<file path="config.mk">
export PLATFORM = sky130hd
export DESIGN_NAME = chaos_monitor_mc
export DESIGN_NICKNAME = d
export VERILOG_FILES = /design/src/rtl/chaos_pkg.sv /design/src/rtl/chaos_event_accum.sv /design/src/rtl/chaos_monitor_mc.sv
export SDC_FILE = /design/constraint.sdc
export NUM_CORES = 1
export LEC_CHECK = 0
export BUFFER_PORTS_ARGS = -buffer_cell sky130_fd_sc_hd__buf_2
export CAP_MARGIN = 5
export CORE_ASPECT_RATIO = 1.2
export CORE_MARGIN = 5
export CORE_UTILIZATION = 25
export DETAILED_ROUTE_END_ITERATION = 8
export SETUP_SLACK_MARGIN = 0.02
export SYNTH_ARGS = -nofsm -noshare
export SYNTH_HDL_FRONTEND = slang
export SYNTH_SLANG_ARGS = --single-unit
</file>
<file path="constraint.sdc">
create_clock -name clk -period 15.25 [get_ports clk]
set_input_delay 3.05 -clock clk [delete_from_list [all_inputs] [get_ports clk]]
set_output_delay 3.05 -clock clk [all_outputs]
set_load 0.05 [all_outputs]
</file>
<file path="src/rtl/chaos_pkg.sv">
// chaos_pkg: level encodings and saturating score arithmetic for the chaos monitor
package chaos_pkg;
  localparam int SAT_W = 32;
  typedef enum logic [1:0] {
    CHAOS_CALM = 2'd0,
    CHAOS_WARN = 2'd1,
    CHAOS_CRIT = 2'd2
  } chaos_level_t;
  function automatic logic [SAT_W-1:0] sat_add(input logic [SAT_W-1:0] a, input logic [SAT_W-1:0] b,
                                               input logic [SAT_W-1:0] max);
    logic [SAT_W:0] s;
    s = {1'b0, a} + {1'b0, b};
    return s > {1'b0, max} ? max : s[SAT_W-1:0];
  endfunction
  function automatic logic [SAT_W-1:0] sat_sub(input logic [SAT_W-1:0] a, input logic [SAT_W-1:0] b);
    return a > b ? a - b : '0;
  endfunction
endpackage

</file>
<file path="src/rtl/chaos_event_accum.sv">
// chaos_event_accum: masked per-source weight sum and popcount of asserted event strobes
module chaos_event_accum #(
  parameter int NUM_SRC  = 4,
  parameter int WEIGHT_W = 12,
  parameter int SUM_W    = WEIGHT_W + $clog2(NUM_SRC),
  parameter int CNT_W    = $clog2(NUM_SRC + 1)
) (
  input  logic [NUM_SRC-1:0]          event_valid,
  input  logic [NUM_SRC*WEIGHT_W-1:0] event_weight,
  output logic [SUM_W-1:0]            sum,
  output logic [CNT_W-1:0]            cnt
);
  always_comb begin
    sum = '0;
    cnt = '0;
    for (int i = 0; i < NUM_SRC; i++) begin
      sum = sum + (event_valid[i] ? SUM_W'(event_weight[i*WEIGHT_W +: WEIGHT_W]) : '0);
      cnt = cnt + CNT_W'(event_valid[i]);
    end
  end
endmodule

</file>
<file path="src/rtl/chaos_monitor_mc.sv">
// chaos_monitor_mc: multi-source weighted chaos score with interval decay and hysteretic level
module chaos_monitor_mc
  import chaos_pkg::*;
#(
  parameter int                 NUM_SRC        = 4,
  parameter int                 SCORE_W        = 16,
  parameter int                 WEIGHT_W       = 12,
  parameter int                 DECAY_INTERVAL = 16,
  parameter int                 DECAY_STEP     = 1,
  parameter logic [SCORE_W-1:0] WARN_TH        = 16'h0400,
  parameter logic [SCORE_W-1:0] CRIT_TH        = 16'h0800,
  parameter logic [SCORE_W-1:0] HYST           = 16'h0100
) (
  input  logic                        clk,
  input  logic                        reset,
  input  logic                        enable,
  input  logic                        clear,
  input  logic [NUM_SRC-1:0]          event_valid,
  input  logic [NUM_SRC*WEIGHT_W-1:0] event_weight,
  output logic [SCORE_W-1:0]          chaos_score_out,
  output logic [1:0]                  chaos_level,
  output logic                        crit_pulse,
  output logic [15:0]                 event_count
);
  localparam int SUM_W = WEIGHT_W + $clog2(NUM_SRC);
  localparam int CNT_W = $clog2(NUM_SRC + 1);
  localparam int DC_W  = DECAY_INTERVAL > 1 ? $clog2(DECAY_INTERVAL) : 1;
  localparam logic [SCORE_W-1:0] WARN_EXIT = WARN_TH - HYST;
  localparam logic [SCORE_W-1:0] CRIT_EXIT = CRIT_TH - HYST;
  localparam logic [SCORE_W-1:0] SCORE_MAX = '1;
  localparam logic [DC_W-1:0]    DC_LAST   = DC_W'(DECAY_INTERVAL - 1);
  logic [SUM_W-1:0]   sum;
  logic [CNT_W-1:0]   cnt;
  logic [DC_W-1:0]    dcnt;
  logic               decay_tick;
  logic [SCORE_W-1:0] score, score_nx;
  logic [16:0]        count_sum;
  chaos_level_t       level;
  chaos_event_accum #(.NUM_SRC(NUM_SRC), .WEIGHT_W(WEIGHT_W), .SUM_W(SUM_W), .CNT_W(CNT_W)) u_accum (
    .event_valid (event_valid),
    .event_weight(event_weight),
    .sum         (sum),
    .cnt         (cnt)
  );
  assign decay_tick = dcnt == DC_LAST;
  assign count_sum  = {1'b0, event_count} + 17'(cnt);
  // any incoming weight suppresses the decay tick for that cycle
  assign score_nx = sum != '0 ? SCORE_W'(sat_add(SAT_W'(score), SAT_W'(sum), SAT_W'(SCORE_MAX)))
                  : decay_tick ? SCORE_W'(sat_sub(SAT_W'(score), SAT_W'(DECAY_STEP)))
                  : score;
  assign chaos_score_out = score;
  assign chaos_level     = level;
  always_ff @(posedge clk) begin
    if (reset || clear) begin
      score       <= '0;
      level       <= CHAOS_CALM;
      crit_pulse  <= 1'b0;
      event_count <= '0;
      dcnt        <= '0;
    end else if (!enable) begin
      crit_pulse <= 1'b0;
    end else begin
      score       <= score_nx;
      dcnt        <= decay_tick ? '0 : dcnt + 1'b1;
      event_count <= count_sum[16] ? 16'hFFFF : count_sum[15:0];
      crit_pulse  <= (level == CHAOS_CALM || level == CHAOS_WARN) && score >= CRIT_TH;
      case (level)
        CHAOS_CALM: level <= score >= CRIT_TH ? CHAOS_CRIT : score >= WARN_TH ? CHAOS_WARN : CHAOS_CALM;
        CHAOS_WARN: level <= score >= CRIT_TH ? CHAOS_CRIT : score < WARN_EXIT ? CHAOS_CALM : CHAOS_WARN;
        CHAOS_CRIT: level <= score >= CRIT_EXIT ? CHAOS_CRIT : score < WARN_EXIT ? CHAOS_CALM : CHAOS_WARN;
        default:    level <= CHAOS_CALM;
      endcase
    end
  end
endmodule

</file>
## Yosys cells after proc, flatten, opt, wreduce, memory -nomap -nowiden

Index checks and enable logic that the tools add are counted.

| word-level totals | value |
|---|---|
| register bits | 39 |

| cells by class | value |
|---|---|
| add/subtract/negate cells | 10 |
| order comparisons | 6 |
| equality and inequality tests | 3 |
| muxes and demuxes | 16 |
| bitwise operators | 1 |
| reductions and logical operators | 8 |

Operator list:

| cell | count |
|---|---|
| 16-bit 2-to-1 mux | 5 |
| 12-bit 2-to-1 mux | 4 |
| 14-bit adder | 3 |
| 16-bit by 11-bit greater-or-equal comparator with 1-bit output (second input constant) | 2 |
| 16-bit by 14-bit adder with 17-bit output | 1 |
| 16-bit by 3-bit adder with 17-bit output | 1 |
| 17-bit by 16-bit > comparator with 1-bit output (second input constant) | 1 |
| 16-bit by 12-bit greater-or-equal comparator with 1-bit output (second input constant) | 1 |
| 16-bit by 1-bit > comparator with 1-bit output (second input constant) | 1 |
| 16-bit by 10-bit < comparator with 1-bit output (second input constant) | 1 |
| 16-bit by 1-bit subtractor with 16-bit output (second input constant) | 1 |
| 14-bit nonzero test | 1 |
| 3-bit by 1-bit adder with 3-bit output | 2 |
| 2-bit 2-to-1 mux | 3 |
| 2-bit case mux with 3 select lines | 1 |
| 4-bit by 1-bit adder with 4-bit output (second input constant) | 1 |
| 4-bit equality test (second input constant) | 1 |
| 4-bit 2-to-1 mux | 1 |
| 1-bit by 1-bit adder with 2-bit output | 1 |
| 2-bit by 1-bit equality test with 1-bit output (second input constant) | 1 |
| 2-bit equality test (second input constant) | 1 |
| 2-bit zero test | 1 |
| 1-bit logical OR | 2 |
| 1-bit 2-to-1 mux | 2 |
| other kinds (5) | 5 |

## Longest topological paths before layout

Gate-level depths: netlist (run 1).

| logic depth | value |
|---|---|
| depth after elaboration | 8 |
| depth in mapped cells | 23 |

## Hierarchy

Synthesis (run 1) repeated with hierarchy kept, for this count alone.

| unflattened totals | value |
|---|---|
| cells, all modules | 619 |
| area total of the unflattened synthesis | 4,710.8 um2 |

Modules (own cells, without submodules):

| module | times used | cells an instance | area an instance (um2) |
|---|---|---|---|
| chaos_monitor_mc | 1 | 415 | 3,131.8 |
| chaos_event_accum | 1 | 204 | 1,579.0 |

## Worst setup path after synthesis (run 1)

No wires, ideal clock.

| timing path | value |
|---|---|
| kind | input to register |
| start | input port event_valid[0] |
| end | register score[15] (netlist: chaos_score_out[15]) |
| setup time | 0.088 ns |
| data arrival time | 7.301 ns |
| required time | 15.162 ns |
| setup slack | 7.861 ns |
| stages | 20 |
| path buffers | 1 |
| path through | clkbuf_1 -> and2_1 -> fa_1 -> inv_1 -> fa_1 -> inv_1 -> ha_1 -> a21o_1 -> a22oi_1 -> a311o_1 -> mux2_2 -> nor2_4 -> inv_2 -> ha_1 -> nand2_1 -> o32ai_1 -> or4_1 -> o211ai_1 -> mux2_1 -> o32ai_2 |

| on the way | value |
|---|---|
| word-level cells in the longest chain between the ends | 8 |

Ends and longest elaborated chain:

| element | line | RTL |
|---|---|---|
| start: declaration | chaos_monitor_mc.sv:18 | `input logic [NUM_SRC-1:0] event_valid,` |
| 12-bit 2-to-1 mux (*) | chaos_event_accum.sv:17 | `sum = sum + (event_valid[i] ? SUM_W'(event_weight[i*WEIGHT_W +: WEIGHT_W]) : '0);` |
| 14-bit adder (*) (3 in a row) | chaos_event_accum.sv:17 |  |
| 16-bit by 14-bit adder with 17-bit output | chaos_pkg.sv:12 | `s = {1'b0, a} + {1'b0, b};` |
| 17-bit by 16-bit > comparator with 1-bit output | chaos_pkg.sv:13 | `return s > {1'b0, max} ? max : s[SAT_W-1:0];` |
| 16-bit 2-to-1 mux | chaos_pkg.sv:13 |  |
| 16-bit 2-to-1 mux | chaos_monitor_mc.sv:48 | `assign score_nx = sum != '0 ? SCORE_W'(sat_add(SAT_W'(score), SAT_W'(sum), SAT_W'(SCORE_MAX)))` |
| end signal: assignment | chaos_monitor_mc.sv:63 | `score <= score_nx;` |
| end: declaration | chaos_monitor_mc.sv:36 | `logic [SCORE_W-1:0] score, score_nx;` |

Mark *: on every way between the ends. The rest lies on a longest branch, timed or not.
A chain may end at the register's enable or synchronous reset.

## Final worst setup path (run 1)

| timing path | value |
|---|---|
| start | input port event_valid[2] |
| end | register score[3] (netlist: chaos_score_out[3]) |

| on the way | value |
|---|---|
| word-level cells in the longest chain between the ends | 7 |

Ends and longest elaborated chain:

| element | line |
|---|---|
| 12-bit 2-to-1 mux (*) | chaos_event_accum.sv:17 |
| 14-bit adder (*) (2 in a row) | chaos_event_accum.sv:17 |
| 16-bit by 14-bit adder with 17-bit output | chaos_pkg.sv:12 |
| 17-bit by 16-bit > comparator with 1-bit output | chaos_pkg.sv:13 |
| 16-bit 2-to-1 mux | chaos_pkg.sv:13 |
| 16-bit 2-to-1 mux | chaos_monitor_mc.sv:48 |

Marks and branches as above.

==> run summary, run 1 <==
The run finished with clean final reports. Dividing total power by cell area gives a power density of 111 nW/µm². Between clock sinks in the finished design, the worst skew comes to 0.00705 ns.

The tools report the sum of negative setup slack as 0 ns. The clock passes through at most 2 buffers. The run gives 5 as the number of buffers created by CTS. Wires add up to 12400 µm. The synthesized net count is 707. Along the worst path, the maximum fanout reaches 13. The worst slew margin relative to its limit was 41.8%; the static power due to leakage was 0.00251 µW.

The endpoint required time on the critical path is 15.45 ns, and the number of core rows is 54. In this run the critical register-to-register path is launched from chaos_score_out[0]. The first detailed-routing pass ran for 4 iterations. Hold is met by 0.501 ns. The critical-path cell with the highest stage delay was fa_1.

The synthesized design spends more area on one cell type than any other, namely dfxtp_1. The number of antenna diodes in the final layout is 0. The endpoint type of the worst setup path was a flip-flop. The H-tree was split into 2 levels. The mean area per synthesized cell came out at 7.85 µm².

The kind of start point of the critical path is a primary input. For the pin with the worst max-slew slack, the measured transition is 0.865 ns. The logs give 17.0% for the sequential cell area fraction in the yosys report and 4344 for the total number of vias. Most common library cell in the layout ignoring fill and taps: buf_2. Buffers inserted to repair hold after CTS numbered 0. After detailed routing, the average wire length per cell comes to 13.9 µm. The run gives 18200 µm² as the core box area.

The logs give 91 for the I/O pin count and 20700 µm for the global-route wire length before repair. The final max-slew violation count is 0. In this run the cell area of the synthesized design comes to 4600 µm². The quantity of gates resized following cts is 0. In the global route stage, overall resource usage came out at 11.7%.

The total grt overflow came out at 0. The final weighted congestion in routability-driven placement was 0.835; the clock-pin slew on the worst setup and hold paths was 0.07 ns. Static timing analysis puts the maximum clock frequency at 131 MHz. The number of buffer cells added on primary ports came out at 90. Synthesis instantiated 74 different standard cells from the library. In the final layout, the share of cells above drive strength 1 is 17.4%. For this run, the number of Yosys warnings is 0.

In the synthesized netlist the dominant register cell turns out to be dfxtp_1. The final critical path takes up 50.0% of the cycle. At the end of the flow, the number of nets in the layout was 788. The worst-case IR drop observed on VDD is 0.0454 mV. The tools report the number of nets with antenna violations after detailed routing as 0. The synthesized design devotes to its leading area cell type 17.0% of total area. The die height came out at 159 µm. For this run, the slowest stage of the critical path takes 0.53 ns. The via-per-instance ratio was 4.87. The tools report the die area as 21200 µm².

From synthesis to final layout, the design area changed by 18.6%. Initial DRC count: 204. Worst min-delay path startpoint: event_count[2]. Entering global routing, the biggest net connects 29 pins.

TritonCTS built the clock tree. The initial antenna violation count was 0; the initial standard-cell utilization of the core was 25.3%. The via count of the first global-routing pass came out at 4213. At the end of the flow the core is filled with cells to 30.0%. Once detailed placement completed, the half-perimeter wirelength came to 10100 µm. The DRC violation count after routing was 0. The tools report the clock tree root driver cell as clkbuf_16. The final hold violation count was 0; the async set-or-reset flop fraction in the synthesized netlist was 0%. The library cells used most frequently in the layout, excluding fill and tap cells, are 90 x buf_2, 54 x inv_1, 46 x nor2_1, 45 x nand2_1, 41 x a21oi_1. After detailed placement, the total cell area comes to 5260 µm².

Clock tree synthesis found a total of 39 sinks. Setup repair after global routing left no endpoint under its margin. The start point of the critical path was event_valid[2]. Setup violations remaining at the end of the flow were counted as 0. The design area is 5450 µm², and the clock period minus worst slack is 7.62 ns. The setup path with the least slack is of type in2reg.

Sorting the synthesized cells by area gives the leading types as dfxtp_1 17%, fa_1 12%, ha_1 10%. Across the run, the number of max-cap violations was 0. Clock latency on the worst-skew pair, taken at its later pin, is 0.29 ns. The cell count after synthesis came out at 586. Traced cell by cell, the critical path runs through buf_2, and2_1, fa_1, inv_1, fa_1, inv_1, ha_1, inv_1, fa_1, nor2b_1, o21a_1, o22a_1, xnor2_1, inv_1, ha_1, nand2_1, nor2_1, nand2_1, o211ai_1, nand2_1, nor2_1, nor3_1, o31ai_2. The die is 134 µm wide.

The total setup buffers inserted after CTS is 0. The number of enable flip-flop cells after synthesis came out at 0. In this design, the critical path's most frequently occurring cell is inv_1. The tightest min-delay check is of the reg2reg type. For the worst setup path, the data arrival time is 7.83 ns.

The flip-flop and latch count after synthesis works out to 39.
[cells in the mapped netlist (all sizes together), types with 3 or more instances]
cell and number:
and4 4, a21o 7, a31oi 10, nand2 45, or2 6, o32ai 7, nor3 20, a211oi 4
nand4 3, a21oi 41, nand3 23, fa 27, mux2i 7, nor4 8, o211ai 5, inv 55
or4 3, nor2 47, and2 40, nand2b 4, nor2b 3, xnor2 19, o31ai 4, o311ai 3
and3 8, a22oi 3, o21ai 28, xor2 12, or3 5, clkbuf 14, dfxtp 39, ha 38
o21a 9, a211o 3, buf 4
[routing by layer]
layer  share of wire, %  vias up  track usage [%]
met5                  0        -                0
met4               0.85        0             2.35
met3                4.6        6             1.36
met2                 47      108             20.1
met1                 48     1995             15.9
li1                   -     2235                -
[critical path, delay by kind of cell]
family	cells	cell delay, ns
AOI/OAI and AO/OA	4	0.91
xor gates and xnor gates	1	0.18
adders and majority gates	5	1.89
buffers and inverters	5	0.46
and+or+nand+nor	8	1.34
[sequential cells by signal, indices dropped and copies added, names as in the netlist]
register,count
chaos_score_out,16
event_count,16
chaos_level,2
dcnt,4
crit_pulse,1
[cells by family (layout without fill, tap and decap cells)]
kind of cell / count (synthesis) / in the layout / synth area share (%)
AOI/OAI and AO/OA: 145 / 145 / 21.4
and+or+nand+nor: 223 / 223 / 25.2
DFF: 39 / 39 / 17.0
muxes: 9 / 9 / 2.01
xor gates and xnor gates: 31 / 31 / 5.90
adders and majority gates: 65 / 65 / 22.1
buffers and inverters: 74 / 156 / 6.47
[stage by stage]
step                      setup slack, ns  total power, µW  std cells
after detailed placement             7.27              467        884
after global routing                 7.14              664        892
final                                7.63              607        892
after global placement               7.43              466        884
after CTS                            7.58              612        892
after floorplan                      7.86              393        586
[power by group]
part	switching [µW]	total, µW	internal [µW]
registers	12.7	120	107
logic	206	345	139
clock network	46.6	142	95.0
[layout make-up]
cell class	instances	area, µm²
Clock buffer	5	125
Clock inverter	3	71.3
Fill cell	1972	12700
Inverter	56	210
Multi-Input combinational cell	473	3520
Sequential cell	39	781
Tap cell	224	280
Timing Repair Buffer	92	465
[worst paths after layout]
check,to,slack [ns],cells past startpoint
worst max-delay path,chaos_score_out[3],7.63,23
worst min-delay path,event_count[2],0.50,2
worst min register to register,event_count[2],0.50,2
worst max register to register,chaos_score_out[3],12.38,11
Note: power is estimated with default switching activity, not from simulation.
==> run 2, diff against run 1 <==
- clock period: 15.25 -> 6.9 ns (I/O delays scaled with it)
==> run 2 against run 1 <==
  * Die area unchanged
  * Hold slack improved by 0.0020 ns
  * First-iteration DRC count increased by 25%
  * Routed wire length increased by 0.34%
  * Sequential share of layout area unchanged
  * Power increased by 120%
  * Final cell count unchanged
  * Register-to-register slack got worse by 8.3 ns
  * Critical path depth unchanged
  * Combinational power increased by 120%
  * Final area unchanged
  * Core utilization unchanged
==> run summary, run 2 (synthesis results as in run 1) <==
The run finished with clean final reports. The maximum number of pins on one net before global-route repair was 29 (unchanged); the initial DRC count was 255 (+25%). The average wire per standard cell was 14.0 µm (+0.34%).

The global-route met2 utilization was 20.4% (+0.36 points). The number of buffers inserted for hold repair after clock tree synthesis was 0 (unchanged); the number of buffer cells added on primary ports was 90 (unchanged). The quantity of gates resized following cts is 0 (unchanged), and the DRC violation count after routing is 0 (unchanged). The count of clock tree sinks is 39 (unchanged), and the transition time at the pin with the least slew margin is 0.962 ns (+0.0974 ns). The first-pass iteration count of the detailed router was 5 (+1). The tools report the number of cells after detailed placement as 884 (unchanged). The final setup skew is 0.00484 ns (-0.00221 ns), and the maximum net fanout on the critical path is 13 (unchanged).

The logs give 0 (unchanged) for the total grt overflow and 0 ns (unchanged) for the sum of negative setup slack. The initial standard-cell utilization of the core was 25.3% (unchanged); the number of buffers created by CTS was 5 (unchanged). The tools report the worst-case vdd ir drop as 0.124 mV (+170%).

The number of nets with antenna violations after detailed routing was 0 (unchanged); the stage delay of the slowest cell on the critical path was 0.53 ns (about the same). For the routing usage on met1, the log shows 16.0% (+0.077 points). Setup repair after global routing left no endpoint under its margin. The endpoint type of the worst setup path was a flip-flop. The global-route wire length before repair was 21100 µm (+1.7%); the total routed wirelength was 12500 µm (+0.34%). Based on the critical path, the design can be clocked at up to 166 MHz.

The critical-path cell with the highest stage delay is fa_1. The die height came out at 159 µm (unchanged). Worst min-delay path category: reg2reg.

Grouping stages by cell kind, the critical path spends the most delay in adder cells. The run gives 2 (unchanged) as the maximum clock path buffer count. The final hold violation count was 0 (unchanged); the fill cell instance count of the final layout was 1976 (+0.20%). The final non-filler cell total was 892 (unchanged); the number of buffers and inverters on the critical path was 5 (unchanged). Antenna diode instance count: 0 (unchanged).

The initial antenna violation count is 0 (unchanged). The clock-pin slew on the worst setup and hold paths was 0.07 ns (about the same); the post-route worst setup slack was 0.890 ns (-6.74 ns). The I/O pin count is 91 (unchanged), and the global-route total usage across every layer is 11.9% (+0.25 points). The latest clock arrival within the worst-skew pair is 0.29 ns (about the same), and the core box area is 18200 µm² (unchanged).

The number of core rows came out at 54 (unchanged). Dominant cell type by count on the critical path: inv_1. The H-tree depth is 2 (unchanged). The smallest clock period supported by the final layout is computed as 6.01 ns. The run gives 0 (unchanged) as the count of endpoints failing setup in the final report.

The share of the cycle needed by the critical path after routing was 87.1%. met2 is the most crowded layer. The post-DP HPWL is 10200 µm (+0.25%), and the share of post-route cells with drive strength above 1 is 17.4% (unchanged).

The total of max-cap violations was 0 (unchanged). The run gives 0.503 ns (+0.00204 ns) as the final worst hold slack. The kind of start point of the critical path is a primary input.

TritonCTS built the clock tree. Via count of the first global-routing pass: 4313 (+2.4%). The run gives 0.00251 µW (unchanged) as the static power due to leakage. The most common library cell in the layout ignoring fill and taps is buf_2. The count of nets after finishing was 788 (unchanged); the total number of vias was 4363 (+0.44%). The logs give 0.565 ns (-6.70 ns) for the setup slack after placement and 6.21 ns (-1.62 ns) for the arrival time of the worst setup path. The total setup buffers inserted after CTS is 0 (unchanged). Worst setup path category: in2reg. The die span in x came out at 134 µm (unchanged).

The clock tree root driver cell was clkbuf_16. For the final weighted congestion in routability-driven placement, the log shows 0.833 (-0.26%). The library cells used most frequently in the layout, excluding fill and tap cells, are 90 x buf_2, 54 x inv_1, 46 x nor2_1, 45 x nand2_1, 41 x a21oi_1. For the endpoint required time on the critical path, the log shows 7.10 ns (-8.35 ns).

Traced cell by cell, the critical path runs through buf_2, and2_1, fa_1, inv_1, fa_1, inv_1, ha_1, inv_1, fa_1, nor2b_1, o21a_1, o22a_1, xnor2_1, inv_1, ha_1, nand2_1, nor2_1, nand2_1, o211ai_1, nand2_1, nor2_1, nor3_1, o31ai_2. Die area: 21200 µm² (unchanged). The via-per-instance ratio was 4.89 (+0.44%); the areal power density over the cells was 246 nW/µm² (+120%). The area growth from synthesis to final layout works out to 18.6% (unchanged). The global routing met3 resource utilization was 1.58% (+0.22 points); the final max-slew violation count was 0 (unchanged). The tools report the worst slew margin relative to its limit as 35.3% (-6.6 points).
run 2: final timing paths:
check                                   startpoint                  to  slack [ns]  cells past startpoint
worst max register to register  chaos_score_out[0]  chaos_score_out[3]        4.05                     11
worst min-delay path                event_count[2]      event_count[2]        0.50                      2
worst max-delay path                event_valid[2]  chaos_score_out[3]        0.89                     23
worst min register to register      event_count[2]      event_count[2]        0.50                      2
run 2: power by group:
part	internal, µW	total, µW	leakage [µW]	switching [µW]
Clock	210	312	0.0000959	103
Combinational	308	765	0.00210	457
Sequential	238	265	0.000316	27.6
run 2: stage by stage:
stage	utilization (%)	total power, µW	cell area, µm²
6_report	30.0	1340	5450
5_1_grt	30.0	1470	5450
4_1_cts	30.0	1350	5450
3_5_place_dp	28.9	1040	5260
3_3_place_gp	28.9	1030	5260
2_1_floorplan	-	868	4600
run 2: layout make-up:
cell class,instances,area (µm²),area share (%)
sequential,39,781,14.3
inverter,56,210,3.85
multi-input combinational,473,3520,64.6
clock buffer,5,125,2.29
tap,224,280,5.14
timing repair buffer,92,465,8.53
clock inverter,3,71.3,1.31
run 2: tightest hold or removal path, delay by kind of cell (launching register included):
| kind | cells | cell delay, ns |
|---|---|---|
| AOI/OAI and AO/OA | 1 | 0.06 |
| DFF | 1 | 0.33 |
| and+or+nand+nor | 1 | 0.07 |
run 2: per-layer routing:
layer	part of all wire (%)	wire length (µm)
met5	0	0
met2	47	5890
met4	1.1	137
met1	47	5820
met3	5.1	636
==> run 3, diff against run 2 <==
- SYNTH_HIERARCHICAL: not set -> 1
==> run 3 against run 2 <==
  * Synthesized cell count grew 5.6%
  * Final area grew 2.1%
  * Sequential cell count is the same
  * Non-clock buffer count grew 1
  * Hold slack gained 0.013 ns
  * Critical endpoint is now chaos_score_out[12]
  * Critical path type unchanged
  * Die area grew 2.3%
  * Critical path depth shrank 6
==> run summary, run 3 <==
Global-route wire length before repair: 23200 µm (+9.9%). The total grt overflow was 0 (unchanged). The worst min-delay path category is reg2reg. The share of the cycle needed by the critical path after routing was 91.7% (+4.6 points); the die area was 21700 µm² (+2.3%). The first-pass iteration count of the detailed router is 5 (unchanged), and the quantity of gates resized following cts is 0 (unchanged).

The global-route met2 utilization was 22.5% (+2.0 points); the number of buffer cells added on primary ports was 90 (unchanged). The post-layout utilization of the core was 29.8% (-0.26 points); the maximum number of pins on one net before global-route repair was 27 (-6.9%). The design area was 5570 µm² (+2.1%). The sum of negative setup slack was 0 ns (unchanged). The worst slew margin relative to its limit is 35.5% (+0.22 points). The clock period minus worst slack was 6.33 ns (+0.320 ns); the area growth from synthesis to final layout was 18.2%. The mean area per synthesized cell is 7.61 µm² (-3.0%).

The tools report the core box area as 18700 µm² (+3.0%). The library cell used most frequently in the layout, excluding fill and tap cells, is buf_2. Setup repair after global routing left no endpoint under its margin. The flip-flop and latch count after synthesis works out to 39 (unchanged). The kind of start point of the critical path is a primary input. For the sequential cell area fraction in the yosys report, the log shows 16.6% (-0.40 points). The H-tree depth was 2 (unchanged).

The endpoint type of the worst setup path was a flip-flop. The run gives 0 (unchanged) as the total setup buffers inserted after CTS. The number of library cell types mapped by synthesis came out at 70 (-5.4%).

The clock-pin slew on the worst setup and hold paths came out at 0.06 ns (about the same). The routing usage on met1 is 16.7% (+0.74 points). For the post-DP HPWL, the log shows 11200 µm (+10%).

Via-per-instance ratio: 4.94 (+1.1%). After global routing, the most crowded layer is met2. The maximum net fanout on the critical path is 15 (+2). The static power due to leakage is 0.00256 µW (+2.0%). The total routed wirelength is 13800 µm (+10%). The arrival time of the worst setup path is 6.48 ns (+0.27 ns), and the initial antenna violation count is 0 (unchanged). The via count of the first global-routing pass came out at 4647 (+7.7%). The average wire per standard cell is 14.5 µm (+3.4%), and the final non-filler cell total is 952 (+6.7%). The number of buffers created by CTS came out at 5 (unchanged). Clock tree root driver cell: clkbuf_16. The number of core rows was 55 (+1.9%). The tools report the initial DRC count as 303 (+19%). The total number of vias is 4707 (+7.9%).

The run gives 0.110 mV (-12%) as the worst-case vdd ir drop. By startpoint and endpoint, the worst setup path is classified as in2reg. The final weighted congestion in routability-driven placement was 0.859 (+3.1%).

Of all cell types, the one taking the most synthesized area is dfxtp_1. The count of clock tree sinks was 39 (unchanged); the number of nets with antenna violations after detailed routing was 0 (unchanged). Placement-stage cell area: 5410 µm² (+2.8%). The number of buffers inserted for hold repair after clock tree synthesis is 0 (unchanged). For the I/O pin count, the log shows 91 (unchanged). The latest clock arrival within the worst-skew pair came out at 0.29 ns (about the same). The flow ran to the end, and the final reports show no timing, DRC or antenna violations.

The most common cell in the synthesized netlist is a21oi_1. The run gives 0 (unchanged) as the count of endpoints failing setup in the final report. The final max-slew violation count was 0 (unchanged). For this run, the leading register cell type out of synthesis is dfxtp_1. For the total of max-cap violations, the log shows 0 (unchanged). The die span in x was 135 µm (+1.1%); the global-route total usage across every layer was 12.8% (+0.86 points). The DRC violation count after routing is 0 (unchanged). The count of nets after finishing came out at 815 (+3.4%). The areal power density over the cells came out at 262 nW/µm² (+6.6%). For the final setup skew, the log shows 0.00415 ns (-0.000689 ns).

For the achievable clock frequency, the log shows 158 MHz (-5.0%). The async set-or-reset flop fraction in the synthesized netlist was 0% (unchanged). The top cell types in the final layout, fill and taps aside, are 90 x buf_2, 59 x a21oi_1, 58 x inv_1, 53 x nand2_1. The logs give 7.05 ns (-0.05 ns) for the endpoint required time on the critical path and 25.2% (-0.14 points) for the initial standard-cell utilization of the core. The logs give 3.77 ns (-0.28 ns) for the setup slack on the worst flop-to-flop path and 6 (+6) for the number of warning messages in the yosys log. The global routing met3 resource utilization is 0.846% (-0.73 points).

The maximum clock path buffer count came out at 2 (unchanged). Sorting the synthesized cells by how often they occur yields 59 x a21oi_1, 58 x inv_1, 53 x nand2_1. The post-synthesis cell count was 619 (+5.6%); the share of post-route cells with drive strength above 1 was 16.7% (-0.70 points). For the number of cells after detailed placement, the log shows 945 (+6.9%).

The run gives 0 (unchanged) as the final hold violation count. The die height came out at 160 µm (+1.1%). TritonCTS built the clock tree. The transition time at the pin with the least slew margin came out at 0.968 ns (+0.00553 ns). The proportion of netlist area held by the largest area contributor came out at 16.6% (-0.40 points). By area the synthesized netlist is led by dfxtp_1 17%, fa_1 11%, ha_1 9.6%. Antenna diode instance count: 0 (unchanged). The post-synthesis instance area was 4710 µm² (+2.4%); the number of enable flip-flop cells after synthesis was 0 (unchanged). The synthesized net count is 738 (+4.4%).
run 3: cell type report:
| type | count | area (µm²) |
|---|---|---|
| fill | 2070 | 13100 |
| multi-input combinational | 498 | 3610 |
| sequential | 39 | 781 |
| timing repair buffer | 93 | 473 |
| tap | 256 | 320 |
| inverter | 59 | 221 |
| clock buffer | 5 | 125 |
| clock inverter | 2 | 37.5 |
run 3: power by group:
group	switching, µW	leakage, µW	internal, µW
clock network	96.7	0.0000759	169
registers	43.2	0.000316	243
logic	553	0.00217	357
total	693	0.00256	768
run 3: critical path, cell delays in order:
cell and delay (ns):
buf_2 0.23, and2_1 0.19, fa_1 0.45, fa_1 0.48
ha_1 0.24, fa_1 0.43, a211oi_1 0.35, o21bai_1 0.15
a21oi_1 0.18, xnor2_1 0.18, ha_1 0.35, a21o_1 0.22
and2_1 0.20, nor4b_1 0.35, a21oi_1 0.37, a2111oi_0 0.60
o22ai_1 0.14
run 3: path summary, 6_finish.rpt:
kind | from | to | depth (start not counted)
max reg2reg | chaos_score_out[0] | chaos_score_out[1] | 9
min | dcnt[3] | dcnt[3] | 2
max | event_valid[2] | chaos_score_out[12] | 17
min reg2reg | dcnt[3] | dcnt[3] | 2
run 3: cell families (layout without fill, tap and decap cells):
logic type,Yosys count,in the layout,share of synthesized area (%)
buffers and inverters,82,159,6.77
XOR/XNOR,31,31,5.76
multiplexers,5,5,1.09
AO/OA/AOI/OAI,173,173,23.4
AND/OR/NAND/NOR,226,226,25.4
flip-flops,39,39,16.6
adder cells (fa/ha/maj),63,63,21.0
run 3: layer usage:
| metal | up-vias | share of wire (%) |
|---|---|---|
| li1 | 2352 | - |
| met1 | 2206 | 44 |
| met2 | 130 | 50 |
| met3 | 19 | 4.3 |
| met4 | 0 | 1.6 |
| met5 | - | 0 |
run 3: per-stage QoR:
step | hold WS [ns] | worst slack, ns | power (µW)
finish | 0.515 | 0.570 | 1460
global route | 0.561 | 0.160 | 1600
CTS | 0.523 | 0.595 | 1460
detailed placement | 0.512 | 0.319 | 1190
global placement | 0.508 | 0.466 | 1190
floorplan | 0.480 | 1.12 | 985
